`config.mk`:
```
export PLATFORM = sky130hd
export DESIGN_NAME = raster_traverser
export DESIGN_NICKNAME = d
export VERILOG_FILES = /design/src/rtl/raster_traverser_pkg.sv /design/src/rtl/raster_traverser_pix.sv /design/src/rtl/raster_traverser.sv
export SDC_FILE = /design/constraint.sdc
export NUM_CORES = 1
export LEC_CHECK = 0
export ABC_CLOCK_PERIOD_IN_PS = 5300
export BUFFER_PORTS_ARGS = -buffer_cell sky130_fd_sc_hd__buf_2
export CORE_AREA = 5 5 205 207
export CTS_CLUSTER_DIAMETER = 50
export DETAILED_ROUTE_END_ITERATION = 6
export DIE_AREA = 0 0 210 212
export PLACE_DENSITY_LB_ADDON = 0.3
export SLEW_MARGIN = 20
export SYNTH_ARGS = -nofsm -noshare
export SYNTH_HDL_FRONTEND = slang
export SYNTH_SLANG_ARGS = --single-unit
```
`constraint.sdc`:
```
create_clock -name clk -period 5.3 [get_ports clk]
set_input_delay 1.06 -clock clk [delete_from_list [all_inputs] [get_ports clk]]
set_output_delay 1.06 -clock clk [all_outputs]
set_load 0.1 [all_outputs]
```
`src/rtl/raster_traverser_pkg.sv`:
```
// Shared types and constants for the raster traverser: FSM encoding,
// recFN(8,24) field widths and the 66-bit {x,y} point layout.
package raster_traverser_pkg;

   typedef enum logic [1:0] {
      ST_IDLE  = 2'd0,
      ST_SCAN  = 2'd1,
      ST_DRAIN = 2'd2
   } state_e;

   localparam int unsigned REC_EXP_W    = 9;
   localparam int unsigned REC_SIG_W    = 23;
   localparam int unsigned REC_W        = 1 + REC_EXP_W + REC_SIG_W;
   localparam int unsigned REC_EXP_BIAS = 256;
   localparam int unsigned PT_W         = 2 * REC_W;

   // A sample point: x in the upper half, y in the lower half
   typedef struct packed {
      logic [REC_W-1:0] x;
      logic [REC_W-1:0] y;
   } point_t;

endpackage

```
`src/rtl/raster_traverser_pix.sv`:
```
// Exact recFN(8,24) encoding of a pixel centre n+0.5, built from 2n+1.
module pix_to_recfn
   import raster_traverser_pkg::*;
#(
   parameter int unsigned COORD_W = 10
) (
   input  logic [COORD_W-1:0] n_i,
   output logic [REC_W-1:0]   rec_c_o
);

   localparam int unsigned V_W   = COORD_W + 1;
   localparam int unsigned POS_W = (V_W > 2) ? $clog2(V_W) : 1;

   logic [V_W-1:0]       v;
   logic [POS_W-1:0]     lead_pos;
   logic [4:0]           shamt;
   logic [REC_EXP_W-1:0] exp_rec;
   logic [REC_SIG_W-1:0] frac;

   // 2n+1 is odd, so it is never zero and always has a leading one
   assign v = {n_i, 1'b1};

   // Leading-one detector: highest set bit of 2n+1
   always_comb begin
      lead_pos = '0;
      for (int unsigned i = 0; i < V_W; i++) begin
         if (v[i]) lead_pos = POS_W'(i);
      end
   end

   // Shift the leading one just past the fraction field so it drops off
   assign shamt   = 5'(REC_SIG_W) - 5'(lead_pos);
   assign frac    = REC_SIG_W'(v) << shamt;
   assign exp_rec = REC_EXP_W'(REC_EXP_BIAS - 1) + REC_EXP_W'(lead_pos);
   assign rec_c_o = {1'b0, exp_rec, frac};

endmodule

```
`src/rtl/raster_traverser.sv`:
```
// Walks a triangle's pixel bounding box in x-major order, presents each
// pixel centre to an external point sampler and streams covered pixels.
module raster_traverser
   import raster_traverser_pkg::*;
#(
   parameter int unsigned COORD_W = 10
) (
   input  logic               clk,
   input  logic               rst_n,
   input  logic               tri_valid,
   output logic               tri_ready,
   input  logic [COORD_W-1:0] bb_xmin,
   input  logic [COORD_W-1:0] bb_xmax,
   input  logic [COORD_W-1:0] bb_ymin,
   input  logic [COORD_W-1:0] bb_ymax,
   input  logic [PT_W-1:0]    tri_pa,
   input  logic [PT_W-1:0]    tri_pb,
   input  logic [PT_W-1:0]    tri_pc,
   input  logic               tri_winding,
   output logic [PT_W-1:0]    samp_pa,
   output logic [PT_W-1:0]    samp_pb,
   output logic [PT_W-1:0]    samp_pc,
   output logic               samp_winding,
   output logic [PT_W-1:0]    samp_p,
   input  logic               samp_inside,
   output logic               frag_valid,
   input  logic               frag_ready,
   output logic [COORD_W-1:0] frag_x,
   output logic [COORD_W-1:0] frag_y,
   output logic               done
);

   state_e               state_q;
   logic                 tri_ready_q;
   logic                 done_q;
   logic                 frag_valid_q;
   logic                 winding_q;
   logic [PT_W-1:0]      pa_q, pb_q, pc_q;
   logic [COORD_W-1:0]   cur_x_q, cur_y_q;
   logic [COORD_W-1:0]   xmin_q, xmax_q, ymax_q;
   logic [COORD_W-1:0]   frag_x_q, frag_y_q;
   logic [COORD_W-1:0]   cur_x_d, cur_y_d;

   logic                 scan_c, stall_c, advance_c, load_c, accept_c;
   logic                 row_end_c, box_end_c, box_empty_c;
   logic [REC_W-1:0]     conv_x_c, conv_y_c;
   point_t               samp_pt_c;

   assign scan_c      = (state_q == ST_SCAN);
   assign accept_c    = frag_valid_q && frag_ready;
   assign stall_c     = samp_inside && frag_valid_q && !frag_ready;
   assign advance_c   = scan_c && !stall_c;
   assign load_c      = advance_c && samp_inside;
   assign row_end_c   = (cur_x_q == xmax_q);
   assign box_end_c   = row_end_c && (cur_y_q == ymax_q);
   assign box_empty_c = (bb_xmin > bb_xmax) || (bb_ymin > bb_ymax);

   // Pixel-centre coordinates of the current sample
   pix_to_recfn #(.COORD_W(COORD_W)) u_conv_x (.n_i(cur_x_q), .rec_c_o(conv_x_c));
   pix_to_recfn #(.COORD_W(COORD_W)) u_conv_y (.n_i(cur_y_q), .rec_c_o(conv_y_c));

   assign samp_pt_c = '{x: conv_x_c, y: conv_y_c};
   assign samp_p    = scan_c ? samp_pt_c : '0;

   // Next raster position; equality compares keep the max coordinate safe
   always_comb begin
      cur_x_d = cur_x_q + COORD_W'(1);
      cur_y_d = cur_y_q;
      if (row_end_c) begin
         cur_x_d = xmin_q;
         cur_y_d = cur_y_q + COORD_W'(1);
      end
   end

   // Control FSM, scan counters, triangle latch and fragment register
   always_ff @(posedge clk or negedge rst_n) begin
      if (!rst_n) begin
         state_q      <= ST_IDLE;
         tri_ready_q  <= 1'b1;
         done_q       <= 1'b0;
         frag_valid_q <= 1'b0;
         winding_q    <= 1'b0;
         pa_q         <= '0;
         pb_q         <= '0;
         pc_q         <= '0;
         cur_x_q      <= '0;
         cur_y_q      <= '0;
         xmin_q       <= '0;
         xmax_q       <= '0;
         ymax_q       <= '0;
         frag_x_q     <= '0;
         frag_y_q     <= '0;
      end else begin
         done_q <= 1'b0;

         if (load_c) begin
            frag_valid_q <= 1'b1;
            frag_x_q     <= cur_x_q;
            frag_y_q     <= cur_y_q;
         end else if (accept_c) begin
            frag_valid_q <= 1'b0;
         end

         case (state_q)
            ST_IDLE: begin
               if (tri_valid && tri_ready_q) begin
                  pa_q        <= tri_pa;
                  pb_q        <= tri_pb;
                  pc_q        <= tri_pc;
                  winding_q   <= tri_winding;
                  xmin_q      <= bb_xmin;
                  xmax_q      <= bb_xmax;
                  ymax_q      <= bb_ymax;
                  cur_x_q     <= bb_xmin;
                  cur_y_q     <= bb_ymin;
                  tri_ready_q <= 1'b0;
                  state_q     <= box_empty_c ? ST_DRAIN : ST_SCAN;
               end
            end
            ST_SCAN: begin
               if (advance_c) begin
                  if (box_end_c) begin
                     state_q <= ST_DRAIN;
                  end else begin
                     cur_x_q <= cur_x_d;
                     cur_y_q <= cur_y_d;
                  end
               end
            end
            ST_DRAIN: begin
               if (!frag_valid_q || accept_c) begin
                  done_q      <= 1'b1;
                  tri_ready_q <= 1'b1;
                  state_q     <= ST_IDLE;
               end
            end
            default: begin
               state_q     <= ST_IDLE;
               tri_ready_q <= 1'b1;
            end
         endcase
      end
   end

   assign tri_ready    = tri_ready_q;
   assign samp_pa      = pa_q;
   assign samp_pb      = pb_q;
   assign samp_pc      = pc_q;
   assign samp_winding = winding_q;
   assign frag_valid   = frag_valid_q;
   assign frag_x       = frag_x_q;
   assign frag_y       = frag_y_q;
   assign done         = done_q;

endmodule

```
# Word level (Yosys, flattened, before mapping)
# Cells that the tools add are included.
[word_totals] ff_bits=274 word_cells=100
[op_classes] add_sub_neg=6 n_lt_le_gt_ge=2 n_eq_ne=10 n_shift=2 n_mux=44 n_bitwise=1 n_reduce_logical=20
[op_table] cell="10-bit 2-to-1 mux" n=8
[op_table] cell="65-bit 2-to-1 mux" n=1
[op_table] cell="11-bit by 5-bit left shift with 23-bit output" n=2
[op_table] cell="10-bit case mux with 2 select lines" n=2
[op_table] cell="3-bit 2-to-1 mux" n=8
[op_table] cell="4-bit 2-to-1 mux" n=6
[op_table] cell="10-bit by 1-bit adder with 10-bit output (second input constant)" n=2
[op_table] cell="10-bit == test" n=2
[op_table] cell="10-bit greater-than comparator" n=2
[op_table] cell="8-bit by 4-bit adder with 9-bit output (first input constant)" n=2
[op_table] cell="2-bit 2-to-1 mux" n=9
[op_table] cell="5-bit by 4-bit subtractor with 5-bit output (first input constant)" n=2
[op_table] cell="1-bit 2-to-1 mux" n=8
[op_table] cell="4-bit AND reduction" n=2
[op_table] cell="1-bit logical AND" n=7
[op_table] cell="2-bit by 1-bit != test with 1-bit output (second input constant)" n=3
[op_table] cell="2-bit != test (second input constant)" n=3
[op_table] cell="2-bit case mux with 3 select lines" n=1
[op_table] cell="5-bit AND reduction" n=1
[op_table] cell="2-bit nonzero test" n=2
[op_table] cell="1-bit zero test" n=3
[op_table] cell="1-bit case mux with 3 select lines" n=1
[op_table] cell="3-bit AND reduction" n=1
[op_table] cell="2-bit by 1-bit == test with 1-bit output (second input constant)" n=1
[op_table] cell="other kinds (5)" n=6

# Depth between registers and ports, before layout
[depth] ltp_word=13 depth_mapped=13

# Hierarchy
# From an unflattened synthesis, not the netlist that was laid out.
[hier_totals] cells_unflattened=1570 hier_area_um2=13551.7
[by_module_without_submodules] mod="raster_traverser" n_inst=1 cells_each=1348 area_each_um2=12065.3 seq_area_each_um2=6857.8
[by_module_without_submodules] mod="pix_to_recfn (u_conv_x)" n_inst=1 cells_each=113 area_each_um2=754.5 seq_area_each_um2=0.0
[by_module_without_submodules] mod="pix_to_recfn (u_conv_y)" n_inst=1 cells_each=109 area_each_um2=732.0 seq_area_each_um2=0.0

# Least setup slack after synthesis
# No wires, ideal clock.
[synth_timing] path_type="register to output" from="reg cur_y_q[1]" to="out samp_p[28]" arrival_time_ns=4.122 slack_ns=0.118 stages_incl_launch_ff=9 n_path_buf=1 path_cell_list="dfrtp_1 > buf_2 > inv_1 > ha_1 > nor2_1 > o21ai_0 > nand3b_1 > inv_1 > nor4_1"
[synth_between] elab_chain_cells=11
[synth_rtl] element="from (decl)" line_no="raster_traverser.sv:39" rtl="logic [COORD_W-1:0] cur_x_q, cur_y_q;"
[synth_rtl] element="from (signal assigned)" line_no="raster_traverser.sv:115" rtl="cur_y_q <= bb_ymin;"
[synth_rtl] element="from (signal assigned)" line_no="raster_traverser.sv:126" rtl="cur_y_q <= cur_y_d;"
[synth_rtl] element="2-bit 2-to-1 mux (2 in a row)" line_no="raster_traverser_pix.sv:27" rtl="if (v[i]) lead_pos = POS_W'(i);"
[synth_rtl] element="3-bit 2-to-1 mux (4 in a row)" line_no="raster_traverser_pix.sv:27"
[synth_rtl] element="4-bit 2-to-1 mux (3 in a row)" line_no="raster_traverser_pix.sv:27"
[synth_rtl] element="8-bit by 4-bit adder with 9-bit output" line_no="raster_traverser_pix.sv:34" rtl="assign exp_rec = REC_EXP_W'(REC_EXP_BIAS - 1) + REC_EXP_W'(lead_pos);"
[synth_rtl] element="65-bit 2-to-1 mux" line_no="raster_traverser.sv:63" rtl="assign samp_p = scan_c ? samp_pt_c : '0;"
[synth_rtl] element="to (decl)" line_no="raster_traverser.sv:24" rtl="output logic [PT_W-1:0] samp_p,"
# No other way between the ends.

# Final worst setup path
[layout_timing] from="reg cur_x_q[0]" to="out samp_p[54]"
[layout_between] elab_chain_cells=13
[layout_rtl] element="from (decl)" line_no="raster_traverser.sv:39"
[layout_rtl] element="from (signal assigned)" line_no="raster_traverser.sv:114" rtl="cur_x_q <= bb_xmin;"
[layout_rtl] element="from (signal assigned)" line_no="raster_traverser.sv:125" rtl="cur_x_q <= cur_x_d;"
[layout_rtl] element="1-bit 2-to-1 mux" line_no="raster_traverser_pix.sv:27"
[layout_rtl] element="2-bit 2-to-1 mux (2 in a row)" line_no="raster_traverser_pix.sv:27"
[layout_rtl] element="3-bit 2-to-1 mux (4 in a row)" line_no="raster_traverser_pix.sv:27"
[layout_rtl] element="4-bit 2-to-1 mux (3 in a row)" line_no="raster_traverser_pix.sv:27"
[layout_rtl] element="5-bit by 4-bit subtractor with 5-bit output" line_no="raster_traverser_pix.sv:32" rtl="assign shamt = 5'(REC_SIG_W) - 5'(lead_pos);"
[layout_rtl] element="11-bit by 5-bit left shift with 23-bit output (*)" line_no="raster_traverser_pix.sv:33" rtl="assign frac = REC_SIG_W'(v) << shamt;"
[layout_rtl] element="65-bit 2-to-1 mux (*)" line_no="raster_traverser.sv:63"
# Every way passes the cells marked *; elsewhere a longest branch is shown, timed or not.

==> impl_metrics.csv <==
group,metric,value,unit
global_routing,grt_max_degree,257,
placed_design,dpl-instance-area,0.01602,mm^2
layout,layout_common_cells,"nand2_1 (700), buf_2 (504), dfrtp_1 (273)",
synthesis,synth-main-ff-cell,"dfrtp_1",
layout,final_common_cell,"nand2_1",
clock_tree,htreeDepth,2,
detailed_routing,drt_pass1_iterations,4,
timing,setup_tns,0,ps
job,max_cap_viol_count,0,
clock_tree,ctsHoldBuffers,0,
synthesis,synthArstFlopShare,1.000,
detailed_routing,viasPerCell,4.702,
worst_setup_path,start_kind,"register",
detailed_routing,met1_length,17.73,mm
timing,relSlewSlack,0.3565,
layout,syn_to_final_growth,32.19,%
worst_setup_path,end_kind,"output port",
clock_tree,clkTransAtPathRegs,60,ps
synthesis,syn-cell-area,0.01322,mm^2
placed_design,hpwlAfterDp,32.70,mm
floorplan,start_util,0.3289,
clock_tree,cts_max_path_buffers,3,
floorplan,coreArea,0.04018,mm^2
clock_tree,post-cts-setup-buffers,0,
synthesis,synth_area_per_cell,8.554,um^2
worst_setup_path,worstPathRequired,4240,ps
clock_tree,cts_sinks,274,
timing,setup_viol_count_final,0,
timing,slew_violations,0,
detailed_routing,drcViolationCount,0,
worst_setup_path,critical_path.startpoint,"cur_x_q[0]$_DFFE_PN0P_",
detailed_routing,wl,45.08,mm
global_routing,track_usage,0.1942,
clock_tree,ctsResizeCount,0,
timing,setup_slack,818.1,ps
floorplan,die_y,212,um
worst_setup_path,path_class,"register to output port",
timing,whs,463.7,ps
timing,hold_viol,0,
placed_design,gp_congestion,0.8498,
synthesis,synth_seq_cells,274,
timing,fmax,0.2231,GHz
timing,finalCriticalPeriod,4482,ps
floorplan,rows,74,
floorplan,die_w,210,um
detailed_routing,dr_total_vias,12090,
outcome,status,"finished clean",
detailed_routing,drtIter0Drc,682,
worst_setup_path,arrival,3420,ps
synthesis,synth_cells,1545,
detailed_routing,top_layer_used,"met5",
synthesis,ys_seq_area_frac,0.5189,
timing,rsz0062_at_grt,"no",
worst_setup_path,path_max_fanout,15,
detailed_routing,wl_per_cell,17.53,um
synthesis,yosys_warnings,0,
detailed_routing,dr_wl_met3,3.713,mm
global_routing,overflow,0,
detailed_routing,wl_met2,22.69,mm
timing,finClkSkew,12.90,ps
layout,regArea,0.006858,mm^2
layout,multi_input_area,0.005689,mm^2
clock_tree,root_buffer,"clkbuf_16",
worst_setup_path,crit-reg2reg-launch,"state_q[1]$_DFFE_PN0P_",
synthesis,ys_types,69,
synthesis,synth_edf_count,0,
floorplan,die_area,0.04452,mm^2
layout,drive_gt1_frac,0.3076,
layout,fill_cells,4126,
timing,worst_slew_pin_slew,965.3,ps
placed_design,io_buffers,505,
clock_tree,cts_made_buffers,40,
worst_hold_path,hold_class,"primary input to async pin",
global_routing,grt_antenna_before_repair,16,
clock_tree,clock_latency,530,ps
clock_tree,cts_tree,"built",
global_routing,grt_pass1_vias,12300,
layout,finalNetCount,2275,
global_routing,grt_pass1_wl,69.30,mm
layout,final_cell_area,0.01747,mm^2
timing,min_period_over_period,0.8456,
detailed_routing,drtAntennaViolNets,0,
floorplan,io_pins,532,
placed_design,dpl_worst_slack,1395,ps
==> flip-flops by register name, indices dropped and copies added (netlist names) <==
name	count
cur_y_q	10
xmin_q	10
done	1
samp_pb	66
tri_ready	1
samp_pa	66
ymax_q	10
samp_pc	66
frag_y	10
cur_x_q	10
state_q	2
xmax_q	10
frag_valid	1
frag_x	10
samp_winding	1
==> layer usage <==
metal  vias up  global-route usage
met1      5766              0.2347
met2       387              0.3314
met5         -                   0
li1       5860                   -
met4         6             0.06256
met3        69             0.06227
==> worst max-delay path, cell delays in order, from the launching register on <==
cell and delay (ps):
dfrtp_1 680, ha_1 240, nor2_1 40, o21a_1 190, or3_1 470, inv_2 250, mux2i_1 250, nor4_1 60
or3_1 390, buf_2 300
==> worst paths after layout <==
path / end / slack, ps / depth (start not counted)
setup / recovery: samp_p[54] / 820 / 9
hold / removal: samp_pa[53]$_DFFE_PN0P_ / 460 / 1
setup reg to reg: frag_y[4]$_DFFE_PN0P_ / 2510 / 4
hold reg to reg: samp_pa[65]$_DFFE_PN0P_ / 460 / 2
max in group asynchronous: samp_pb[36]$_DFFE_PN0P_ / 3630 / 2
min in group clk: samp_pa[65]$_DFFE_PN0P_ / 460 / 2
==> cell type report <==
cell class | instances | area share
tap | 532 | 0.03810
clock buffer | 49 | 0.06216
multi-input combinational | 1134 | 0.3256
sequential | 274 | 0.3925
antenna | 7 | 0.001003
clock inverter | 24 | 0.01855
timing repair buffer | 515 | 0.1543
inverter | 36 | 0.007735
==> cell families after synthesis <==
| family | synth area share |
|---|---|
| fa+ha+maj | 0.02840 |
| buf+inv | 0.05936 |
| xor+xnor | 0.01988 |
| simple gates | 0.2624 |
| other cells | 0.0002837 |
| mux | 0.02793 |
| flops | 0.5189 |
| compound gates | 0.08284 |
==> through the flow <==
stage | utilization | instances
final | 0.4348 | 2571
after global routing | 0.4348 | 2571
after CTS | 0.4336 | 2563
after detailed placement | 0.3986 | 2490
after global placement | 0.3986 | 2490
after floorplan | - | 1570
==> cells in the mapped netlist (5+ instances only) <==
master / number / area [um^2]
a211oi_1: 5 / 37.54
a21o_1: 5 / 37.54
a21oi_1: 21 / 105.1
a22o_1: 5 / 43.79
a31oi_1: 15 / 93.84
and3_1: 12 / 75.07
and4_1: 5 / 43.79
buf_1: 9 / 33.78
buf_2: 15 / 75.07
buf_4: 32 / 240.2
buf_6: 5 / 56.30
clkbuf_1: 65 / 244.0
dfrtp_1: 273 / 6832
ha_1: 30 / 375.4
inv_1: 32 / 120.1
mux2_2: 23 / 259.0
mux2i_1: 11 / 110.1
nand2_1: 700 / 2628
nand2b_1: 7 / 43.79
nand3_1: 16 / 80.08
nand4_1: 7 / 43.79
nor2_1: 64 / 240.2
nor2b_1: 11 / 68.82
nor3_1: 8 / 40.04
nor4_1: 7 / 43.79
o211ai_1: 13 / 97.59
o21a_1: 5 / 37.54
o21ai_0: 36 / 180.2
o22ai_1: 5 / 31.28
o31ai_1: 8 / 60.06
xnor2_1: 14 / 122.6
xor2_1: 16 / 140.1
Power is left out: the tool's default activity adds up to more than one toggle a clock period on the data nets, which glitch-free logic cannot reach.
